File: config.mk
export PLATFORM = sky130hd
export DESIGN_NAME = cpu_core_hs
export DESIGN_NICKNAME = d
export VERILOG_FILES = /design/src/rtl/cpu_core_hs.sv
export SDC_FILE = /design/constraint.sdc
export NUM_CORES = 1
export LEC_CHECK = 0
export ABC_AREA = 0
export ABC_CLOCK_PERIOD_IN_PS = 6900
export BUFFER_PORTS_ARGS = -buffer_cell sky130_fd_sc_hd__clkbuf_2
export CORE_MARGIN = 4
export CORE_UTILIZATION = 38
export DETAILED_ROUTE_END_ITERATION = 8
export PLACE_DENSITY = 0.61
export SETUP_SLACK_MARGIN = 0.3
export SLEW_MARGIN = 20
export SYNTH_ARGS = -nofsm -noshare
export SYNTH_HDL_FRONTEND = slang
export SYNTH_SLANG_ARGS = --single-unit
File: constraint.sdc
create_clock -name clk -period 6.9 [get_ports clk]
set_input_delay 0.345 -clock clk [delete_from_list [all_inputs] [get_ports clk]]
set_output_delay 0.345 -clock clk [all_outputs]
set_load 0.02 [all_outputs]
File: src/rtl/cpu_core_hs.sv
`default_nettype none
// ============================================================================
// Module   : cpu_core_hs
// Brief    : Parametrised accumulator CPU with req/ack instruction fetch,
//            carry/zero flags, HALT/resume and an output strobe.
// Revision : 1.0 - initial release
// ============================================================================
module cpu_core_hs #(
    parameter int DW = 8,
    parameter int AW = 8
) (
    input  logic          clk,
    input  logic          rst_n,
    output logic          mem_req,
    output logic [AW-1:0] mem_addr,
    input  logic          mem_ack,
    input  logic [DW+3:0] mem_data,
    input  logic [DW-1:0] switch,
    output logic [DW-1:0] led,
    output logic          out_valid,
    input  logic          resume,
    output logic          halted
);

    localparam int IW = 4 + DW;

    localparam logic [3:0] c_OP_ADD_A  = 4'b0000;
    localparam logic [3:0] c_OP_MOV_AB = 4'b0001;
    localparam logic [3:0] c_OP_IN_A   = 4'b0010;
    localparam logic [3:0] c_OP_MOV_AI = 4'b0011;
    localparam logic [3:0] c_OP_MOV_BA = 4'b0100;
    localparam logic [3:0] c_OP_ADD_B  = 4'b0101;
    localparam logic [3:0] c_OP_IN_B   = 4'b0110;
    localparam logic [3:0] c_OP_MOV_BI = 4'b0111;
    localparam logic [3:0] c_OP_SUB_A  = 4'b1000;
    localparam logic [3:0] c_OP_OUT_B  = 4'b1001;
    localparam logic [3:0] c_OP_JZ     = 4'b1010;
    localparam logic [3:0] c_OP_OUT_I  = 4'b1011;
    localparam logic [3:0] c_OP_HALT   = 4'b1100;
    localparam logic [3:0] c_OP_JNC    = 4'b1110;
    localparam logic [3:0] c_OP_JMP    = 4'b1111;

    localparam logic [AW-1:0] c_IP_INC = AW'(1);

    typedef enum logic [1:0] {
        S_FETCH = 2'd0,
        S_EXEC  = 2'd1,
        S_HALT  = 2'd2
    } state_t;

    state_t          r_state, w_state_nxt;
    logic            r_started;
    logic [AW-1:0]   r_ip, w_ip_nxt;
    logic [DW-1:0]   r_a, w_a_nxt;
    logic [DW-1:0]   r_b, w_b_nxt;
    logic            r_c, w_c_nxt;
    logic            r_z, w_z_nxt;
    logic [DW-1:0]   r_led, w_led_nxt;
    logic            r_out_valid, w_out_valid_nxt;
    logic [IW-1:0]   r_instr, w_instr_nxt;

    logic            w_req;
    logic [3:0]      w_op;
    logic [DW-1:0]   w_imm;
    logic [AW-1:0]   w_target;
    logic [DW:0]     w_sum_a;
    logic [DW:0]     w_sum_b;
    logic [DW:0]     w_diff_a;

    assign w_op  = r_instr[IW-1:DW];
    assign w_imm = r_instr[DW-1:0];

    // Jump target: immediate truncated or zero-extended to the address width
    generate
        if (AW > DW) begin : g_target_zext
            assign w_target = {{(AW-DW){1'b0}}, w_imm};
        end else begin : g_target_trunc
            assign w_target = w_imm[AW-1:0];
        end
    endgenerate

    assign w_sum_a  = {1'b0, r_a} + {1'b0, w_imm};
    assign w_sum_b  = {1'b0, r_b} + {1'b0, w_imm};
    assign w_diff_a = {1'b0, r_a} - {1'b0, w_imm};

    // r_started keeps the request low during the first cycle after reset release
    assign w_req     = r_started && (r_state == S_FETCH);
    assign mem_req   = w_req;
    assign mem_addr  = r_ip;
    assign led       = r_led;
    assign out_valid = r_out_valid;
    assign halted    = (r_state == S_HALT);

    always_ff @(posedge clk or negedge rst_n) begin
        if (!rst_n) begin
            r_state     <= S_FETCH;
            r_started   <= 1'b0;
            r_ip        <= '0;
            r_a         <= '0;
            r_b         <= '0;
            r_c         <= 1'b0;
            r_z         <= 1'b0;
            r_led       <= '0;
            r_out_valid <= 1'b0;
            r_instr     <= '0;
        end else begin
            r_state     <= w_state_nxt;
            r_started   <= 1'b1;
            r_ip        <= w_ip_nxt;
            r_a         <= w_a_nxt;
            r_b         <= w_b_nxt;
            r_c         <= w_c_nxt;
            r_z         <= w_z_nxt;
            r_led       <= w_led_nxt;
            r_out_valid <= w_out_valid_nxt;
            r_instr     <= w_instr_nxt;
        end
    end

    always_comb begin
        w_state_nxt     = r_state;
        w_ip_nxt        = r_ip;
        w_a_nxt         = r_a;
        w_b_nxt         = r_b;
        w_c_nxt         = r_c;
        w_z_nxt         = r_z;
        w_led_nxt       = r_led;
        w_out_valid_nxt = 1'b0;
        w_instr_nxt     = r_instr;

        case (r_state)
            S_FETCH: begin
                if (w_req && mem_ack) begin
                    w_instr_nxt = mem_data;
                    w_state_nxt = S_EXEC;
                end
            end
            S_EXEC: begin
                w_state_nxt = S_FETCH;
                w_ip_nxt    = r_ip + c_IP_INC;
                // Carry is cleared by everything except ADD/SUB; Z only moves on ADD/SUB
                w_c_nxt     = 1'b0;
                case (w_op)
                    c_OP_ADD_A: begin
                        {w_c_nxt, w_a_nxt} = w_sum_a;
                        w_z_nxt = (w_sum_a[DW-1:0] == '0);
                    end
                    c_OP_ADD_B: begin
                        {w_c_nxt, w_b_nxt} = w_sum_b;
                        w_z_nxt = (w_sum_b[DW-1:0] == '0);
                    end
                    c_OP_SUB_A: begin
                        {w_c_nxt, w_a_nxt} = w_diff_a;
                        w_z_nxt = (w_diff_a[DW-1:0] == '0);
                    end
                    c_OP_MOV_AI: w_a_nxt = w_imm;
                    c_OP_MOV_BI: w_b_nxt = w_imm;
                    c_OP_MOV_AB: w_a_nxt = r_b;
                    c_OP_MOV_BA: w_b_nxt = r_a;
                    c_OP_IN_A:   w_a_nxt = switch;
                    c_OP_IN_B:   w_b_nxt = switch;
                    c_OP_OUT_B: begin
                        w_led_nxt       = r_b;
                        w_out_valid_nxt = 1'b1;
                    end
                    c_OP_OUT_I: begin
                        w_led_nxt       = w_imm;
                        w_out_valid_nxt = 1'b1;
                    end
                    c_OP_JMP: w_ip_nxt = w_target;
                    c_OP_JNC: begin
                        if (!r_c) begin
                            w_ip_nxt = w_target;
                        end
                    end
                    c_OP_JZ: begin
                        if (r_z) begin
                            w_ip_nxt = w_target;
                        end
                    end
                    c_OP_HALT: w_state_nxt = S_HALT;
                    default: ;
                endcase
            end
            S_HALT: begin
                if (resume) begin
                    w_state_nxt = S_FETCH;
                end
            end
            default: w_state_nxt = S_FETCH;
        endcase
    end

endmodule
`default_nettype wire

==> flow_summary.ini, run 1 <==
[setup_path]
crit_arrival_ps = 3080
rrSetupSlack_ps = 4020
start_kind = register
r2r_start = r_instr[0]$_DFFE_PN0P_
path_max_fanout = 8
r2r.worst_path.cells = 9
endpoint_kind = register
critPathCapture = r_z$_DFFE_PN0P_
worst-setup-path-type = register to register
reg2reg_to = r_z$_DFFE_PN0P_
critical_path.startpoint = r_instr[0]$_DFFE_PN0P_
crit_required_ps = 7100

[clocking]
cts_tree = yes
cts.path.max_buffers = 2
clkLatencyLatePin_ps = 300
cts_setup_buffers = 0
htreeDepth = 2
clkTransAtPathRegs_ps = 100
cts_hold_buf = 0
cts_root_buf = clkbuf_8
clock-sinks = 50
ctsResizeCount = 0
cts_buffers = 5

[worst_hold_path]
worstHoldPathType = input pin to asynchronous set/reset pin

[timing]
finalHoldViolations = 0
tightest_slew_ps = 1120
drv_slew = 0
fin_crit_sh_pct = 41.8
layout_setup_ws_ps = 4020
setup_tns_ps = 0
fin_crit_ps = 2880
rsz0062_at_grt = no
fmax_mhz = 347
fin_skew_ps = 5.49
worst_slew_margin_rel_pct = 25.3
final-setup-viol-count = 0

[drt]
via_count = 3572
drt_iter0_drc = 255
drt_first_pass_iters = 5
routed_wl_mm = 11.1
wl_per_cell_um = 17.9
final_antenna_net_count = 0
drc = 0
viasPerCell = 5.78

[yosys]
synth_area_sq_um = 3930
synth_cell_types = 69
synthArstFlopShare_pct = 100
syn_inst = 459
ys_ff_latch = 50
yosysSeqAreaShare_pct = 31.9
synth_edf_count = 0
ys.flop_type = dfrtp_1
synth_fp_nets = 512
avgSynthCellArea_sq_um = 8.56
synth_warnings = 0

[die]
fp.dieArea_sq_um = 12000
die_x_um = 110
fp-row-count = 36
io_pins = 43
coreArea_sq_um = 9910
die_y_um = 110
initial_core_util_pct = 39.6

[pwr]
ir_worst_vdd_v = 0.000158
power_density_nw_per_um2 = 424
p_leak_nw = 1.88

[cells_and_area]
diodes = 0
multi_input_area_sq_um = 2460
layout-drive-gt1-share_pct = 16.5
final_cells = 618
mostFrequentLayoutCells = nand2_1, dfrtp_1, o21ai_0
n_fill_cell = 1004
final_common_cell = nand2_1
regArea_sq_um = 1250
syn2layout_area_growth_pct = 9.21
final_nets = 537

[global_route]
grt_max_degree = 51
grt_pass1_vias = 3443
grt_pass1_wl_mm = 17.8
gr-total-overflow = 0
grt_use_total_pct = 18.8
antenna_found_initial = 0

[place]
hpwl_mm = 8.41
io_buffer_count = 42
dp.cells = 610
place_ws_ps = 4080
gp_congestion = 0.875

[run_status]
status = complete, no violations

[job]
drv_cap = 0
[stage by stage]
| step | hold slack, ps | power (mW) | util [%] | area (sq um) |
|---|---|---|---|---|
| 2_1_floorplan | 49.4 | 1.34 | - | 3930 |
| 3_3_place_gp | 467 | 1.61 | 42.3 | 4190 |
| 3_5_place_dp | 475 | 1.62 | 42.3 | 4190 |
| 4_1_cts | 185 | 1.81 | 43.3 | 4290 |
| 5_1_grt | 219 | 1.96 | 43.3 | 4290 |
| 6_report | 159 | 1.82 | 43.3 | 4290 |
[layer usage]
| metal | routed length, um | GRT usage, % | vias to the layer above |
|---|---|---|---|
| met4 | 239 | 5.25 | 0 |
| met1 | 5200 | 27.8 | 1697 |
| met3 | 648 | 2.47 | 23 |
| met2 | 4990 | 28.8 | 143 |
| li1 | - | - | 1709 |
| met5 | 0 | 0 | - |
[power by group]
part | total, mW | switching (mW) | internal [mW] | leakage (nW)
Clock | 0.185 | 0.104 | 0.0809 | 0.0472
Combinational | 1.09 | 0.630 | 0.456 | 1.22
Sequential | 0.547 | 0.152 | 0.395 | 0.618
Total | 1.82 | 0.887 | 0.931 | 1.88
[worst min path at each step]
stage / start / endpoint / slack (ps)
floorplan: rst_n / led[0]$_DFFE_PN0P_ / 50
global placement: led[3]$_DFFE_PN0P_ / led[3]$_DFFE_PN0P_ / 470
detailed placement: led[5]$_DFFE_PN0P_ / led[5]$_DFFE_PN0P_ / 480
CTS: rst_n / out_valid$_DFF_PN0_ / 190
global route: rst_n / led[6]$_DFFE_PN0P_ / 220
finish: rst_n / led[5]$_DFFE_PN0P_ / 160
[cells by family after synthesis]
group           share of synthesized area (%)
other cells                            0.0955
compound gates                           24.3
flops                                    31.9
buf+inv                                  5.57
xor+xnor                                 2.90
fa+ha+maj                                9.81
mux                                      6.34
simple gates                             19.1
[sequential cells by signal, indices dropped and copies added, names as in the netlist]
name	cells
r_instr	12
led	8
mem_addr	8
r_a	8
r_b	8
r_state	2
out_valid	1
r_c	1
r_started	1
r_z	1
[worst max-delay path: stages, from the launching register on]
cell and delay [ps]:
dfrtp_1 540, ha_1 250, inv_1 60, fa_1 400, or2_2 320, a221oi_1 420, o21ai_0 180, xnor2_1 250
nor4_1 90, a211o_1 270
[synth_stat cells (9+ instances only)]
cell / n / area share [%]
ha_1: 26 / 8.3
inv_1: 24 / 2.3
o21ai_0: 46 / 5.9
clkbuf_1: 15 / 1.4
a21oi_1: 28 / 3.6
nand2_1: 54 / 5.2
nor2_1: 32 / 3.1
mux2_2: 11 / 3.2
nand3_1: 9 / 1.1
nand2b_1: 9 / 1.4
dfrtp_1: 50 / 32
[final cells by class]
cell class / instances / share of cell area [%]
clock inverter: 2 / 0.292
inverter: 25 / 2.19
clock buffer: 6 / 1.93
sequential: 50 / 29.2
tap: 133 / 3.88
timing repair buffer: 44 / 5.25
multi-input combinational: 358 / 57.3
No activity file was read; power rests on OpenSTA's default activity.
==> run 2, diff against run 1 <==
ABC_CLOCK_PERIOD_IN_PS = 2400   (was 6900)
PLACE_DENSITY = 0.63   (was 0.61)
clock period = 2.4 ns   (was 6.9 ns; I/O delays follow)
==> run 2 against run 1 <==
The flow now finishes with violations (setup timing); largest cell class unchanged; sequential share of layout area down 4.9 points; core utilization up 8.8 points; highest routed layer unchanged; clock skew up 4.7 ps; register-to-register slack worse by 4100 ps; clock-buffer cell count unchanged; total power rose to 3.6 times the previous value; global-route usage up 1.7 points; cell count up 10%; cell area up 20%; non-clock buffer count up 62.
==> flow_summary.ini, run 2 (same netlist as run 1, synthesis figures left out) <==
[place]
gp_congestion = 0.936
io_buffer_count = 42
place_ws_ps = -68.6
dpl_cell_area_sq_um = 4590
hpwl_mm = 9.20

[timing]
rsz0062_at_grt = yes
layout_setup_ws_ps = -75.6
fmax_mhz = 404
final-setup-viol-count = 3
finalHoldViolations = 0
tightest_slew_ps = 613
drv_slew = 0
fin_skew_ps = 10.2
setup_tns_ps = -127
fin_crit_ps = 2480
worst_slew_margin_rel_pct = 59.1
fin_crit_sh_pct = 103

[global_route]
grt_pass1_wl_mm = 19.2
grt_use_total_pct = 20.5
grt_max_degree = 29
antenna_found_initial = 0
grt_pass1_vias = 3809
gr-total-overflow = 0

[cells_and_area]
diodes = 0
syn2layout_area_growth_pct = 31.5
final_nets = 599
utilization_pct = 52.1
largest-register = r_instr
mostFrequentLayoutCells = buf_4, nand2_1, dfrtp_1
final_common_cell = buf_4
layout-drive-gt1-share_pct = 35.5
design_area_sq_um = 5160
n_fill_cell = 947
largest_reg_flops = 12

[run_status]
violations = setup timing
status = finished, violations left

[clocking]
cts_root_buf = clkbuf_8
cts_buffers = 5
clkTransAtPathRegs_ps = 100
cts.path.max_buffers = 2
clkLatencyLatePin_ps = 320
htreeDepth = 2
clock-sinks = 50
cts_tree = yes

[setup_path]
worst-setup-path-type = register to register
cp_cell_sequence = ha_4 > fa_2 > a21o_1 > a211oi_2 > nor2_2 > or4_4 > o41ai_2 > a211o_1
crit_required_ps = 2670
crit_arrival_ps = 2740
slowest_delay_ps = 480
path_max_fanout = 4
r2r_start = r_instr[0]$_DFFE_PN0P_
rrSetupSlack_ps = -80
r2r.worst_path.cells = 8
start_kind = register
endpoint_kind = register
critical-path-slowest-cell = dfrtp_2
crit_buf_inv = 0
reg2reg_to = r_z$_DFFE_PN0P_
critical_path.top_delay_family = compound AO/OA/AOI/OAI gates

[die]
fp-row-count = 36
coreArea_sq_um = 9910
initial_core_util_pct = 39.6
io_pins = 43
die_x_um = 110
fp.dieArea_sq_um = 12000
die_y_um = 110

[worst_hold_path]
whs_path_depth = 3
min_from = mem_data[8]
worstHoldPathType = input pin to register
holdPathEnd = r_instr[8]$_DFFE_PN0P_

[pwr]
total_power_mw = 6.63
power_density_nw_per_um2 = 1280
p_leak_nw = 2.24
ir_worst_vdd_v = 0.000603

[drt]
drt_first_pass_iters = 6
drt_iter0_drc = 279
final_antenna_net_count = 0
wl_per_cell_um = 17.8
via_count = 3809
viasPerCell = 5.60
routed_wl_mm = 12.1
drc = 0

[job]
drv_cap = 0
## run 2: report_power, final
group | switching (mW) | internal (mW) | leakage, nW
combinational | 2.38 | 2.21 | 1.58
clock | 0.306 | 0.233 | 0.0472
sequential | 0.365 | 1.14 | 0.614
## run 2: how the worst max path moves through the flow
| stage | start | end | slack, ps | cells after the start |
|---|---|---|---|---|
| after floorplan | r_instr[0]$_DFFE_PN0P_ | r_b[6]$_DFFE_PN0P_ | 80 | 8 |
| after global placement | r_instr[0]$_DFFE_PN0P_ | r_z$_DFFE_PN0P_ | -9 | 9 |
| after detailed placement | r_instr[0]$_DFFE_PN0P_ | r_z$_DFFE_PN0P_ | -70 | 8 |
| after CTS | r_instr[0]$_DFFE_PN0P_ | r_z$_DFFE_PN0P_ | -30 | 9 |
| after global routing | r_instr[0]$_DFFE_PN0P_ | r_z$_DFFE_PN0P_ | -160 | 9 |
| final | r_instr[0]$_DFFE_PN0P_ | r_z$_DFFE_PN0P_ | -80 | 8 |
## run 2: timing repair
item | 4_1_cts | 5_1_grt
setup buffers | 7 | 3
hold endpoints to repair | 22 | 1
gates resized for setup | 56 | 24
hold buffers | 1 | 1
pin swaps | 16 | 21
endpoints found under the setup margin | 8 | 14
## run 2: routing by layer
| metal | wire [um] | track usage, % | up-vias |
|---|---|---|---|
| met4 | 327 | 7.48 | 0 |
| met5 | 0 | 0 | - |
| met3 | 747 | 3.23 | 28 |
| met1 | 5380 | 28.4 | 1815 |
| met2 | 5640 | 32.4 | 134 |
| li1 | - | - | 1832 |
## run 2: worst min-delay path, cell delays in order
cell      delay [ps]
clkbuf_2          70
nand2_1           30
o21ai_0           60
## run 2: layout make-up
| class | count | area [sq um] | area share (%) |
|---|---|---|---|
| sequential | 50 | 1250 | 24.3 |
| clock buffer | 6 | 82.6 | 1.60 |
| clock inverter | 2 | 12.5 | 0.242 |
| timing repair buffer | 106 | 714 | 13.8 |
| inverter | 25 | 93.8 | 1.82 |
| multi-input combinational | 358 | 2840 | 55.0 |
| tap | 133 | 166 | 3.22 |
## run 2: metrics by stage
| stage | hold slack, ps | std cells |
|---|---|---|
| after floorplan | -176 | 459 |
| after global placement | 155 | 660 |
| after detailed placement | 160 | 660 |
| after CTS | 2.67 | 676 |
| after global routing | 19.5 | 680 |
| final | 9.58 | 680 |
==> run 3, diff against run 2 <==
PLACE_DENSITY = 0.64   (was 0.63)
==> run 3 against run 2 <==
The run still ends with setup timing left; die area did not move; worst setup slack got worse by 33 ps; clock-buffer cell count did not move; first-iteration DRC count fell by 24%; critical endpoint unchanged; largest cell class unchanged; highest routed layer unchanged.
==> flow_summary.ini, run 3 (same netlist as run 1, synthesis figures left out) <==
[worst_hold_path]
worstHoldPathType = input pin to register
min_from = mem_data[4]

[clocking]
clkTransAtPathRegs_ps = 100
clock-sinks = 50
cts.path.max_buffers = 2
clkLatencyLatePin_ps = 310
cts_tree = yes
htreeDepth = 2
cts_root_buf = clkbuf_8
cts_buffers = 5

[drt]
drc = 0
wl_per_cell_um = 18.2
viasPerCell = 5.61
drt_first_pass_iters = 5
final_antenna_net_count = 0
via_count = 3829
drt_iter0_drc = 211
routed_wl_mm = 12.4

[cells_and_area]
largest_reg_flops = 12
regArea_sq_um = 1260
layout-drive-gt1-share_pct = 34.2
n_fill_cell = 935
syn2layout_area_growth_pct = 30.1
diodes = 0
largest-register = r_instr
final_common_cell = buf_4
final_nets = 601
mostFrequentLayoutCells = buf_4, nand2_1, dfrtp_1
multi_input_area_sq_um = 2760

[global_route]
grt_use_total_pct = 20.3
antenna_found_initial = 0
gr-total-overflow = 0
grt_max_degree = 51
grt_pass1_vias = 3775
grt_pass1_wl_mm = 19.1

[setup_path]
rrSetupSlack_ps = -110
crit_required_ps = 2660
crit_arrival_ps = 2770
endpoint_kind = register
worst-setup-path-type = register to register
r2r_start = r_instr[0]$_DFFE_PN0P_
start_kind = register
critical_path.startpoint = r_instr[0]$_DFFE_PN0P_
path_max_fanout = 4

[timing]
drv_slew = 0
fin_crit_ps = 2510
final-setup-viol-count = 4
fmax_mhz = 399
fin_crit_sh_pct = 105
finalHoldViolations = 0
layout_setup_ws_ps = -108
tightest_slew_ps = 671
rsz0062_at_grt = yes
fin_skew_ps = 5.80
worst_slew_margin_rel_pct = 55.2

[die]
coreArea_sq_um = 9910
fp.dieArea_sq_um = 12000
io_pins = 43
die_y_um = 110
initial_core_util_pct = 39.6
fp-row-count = 36
die_x_um = 110

[place]
hpwl_mm = 9.25
gp_congestion = 0.924
io_buffer_count = 42
place_ws_ps = -139

[pwr]
power_density_nw_per_um2 = 1290
p_leak_nw = 2.26
ir_worst_vdd_v = 0.000506
total_power_mw = 6.61

[run_status]
status = finished, violations left
violations = setup timing

[job]
drv_cap = 0
run 3: worst max-delay path, cell delays in order, from the launching register on:
cell	delay [ps]
dfrtp_2	460
ha_4	180
fa_2	410
a21o_1	210
a211oi_2	280
nor2_4	60
or4_1	500
o41ai_2	220
a211o_1	140
run 3: what timing repair did:
item                                   4_1_cts  5_1_grt
hold buffers                                 1        0
endpoints found under the hold margin       50        0
pin swaps                                   14       19
setup endpoints to repair                    9       23
setup buffers                                8        9
gates resized for setup                     41       21
run 3: final timing paths:
path,endpoint,cells past startpoint
setup / recovery,r_z$_DFFE_PN0P_,8
hold / removal,r_instr[4]$_DFFE_PN0P_,3
setup reg to reg,r_z$_DFFE_PN0P_,8
hold reg to reg,led[6]$_DFFE_PN0P_,2
max in group asynchronous,r_a[1]$_DFFE_PN0P_,3
min in group asynchronous,out_valid$_DFF_PN0_,3
run 3: where the power goes:
group / switching (mW) / internal [mW]
Clock: 0.304 / 0.312
Sequential: 0.367 / 1.14
Combinational: 2.34 / 2.14
Total: 3.01 / 3.59
run 3: metrics by stage:
step                instance area, sq um  util (%)  std cells  hold slack (ps)  setup TNS (ps)
floorplan                           3950         -        459             -176               0
global placement                    4580      46.2        656              275           -26.5
detailed placement                  4580      46.2        656              281            -336
CTS                                 4930      49.8        673             3.06           -83.8
global route                        5110      51.6        682             3.43            -516
finish                              5110      51.6        682             2.99            -178
run 3: routing by layer:
layer	up-vias	global-route usage [%]	wire length (um)
met3	25	2.52	741
met2	129	32.8	5900
met5	-	0	0
li1	1829	-	-
met1	1846	28.3	5400
met4	0	6.95	354
run 3: cell type report:
type	instances	area share, %
sequential	50	24.6
timing repair buffer	108	14.2
multi-input combinational	358	54.0
inverter	25	1.84
clock inverter	2	0.734
tap	133	3.26
clock buffer	6	1.42
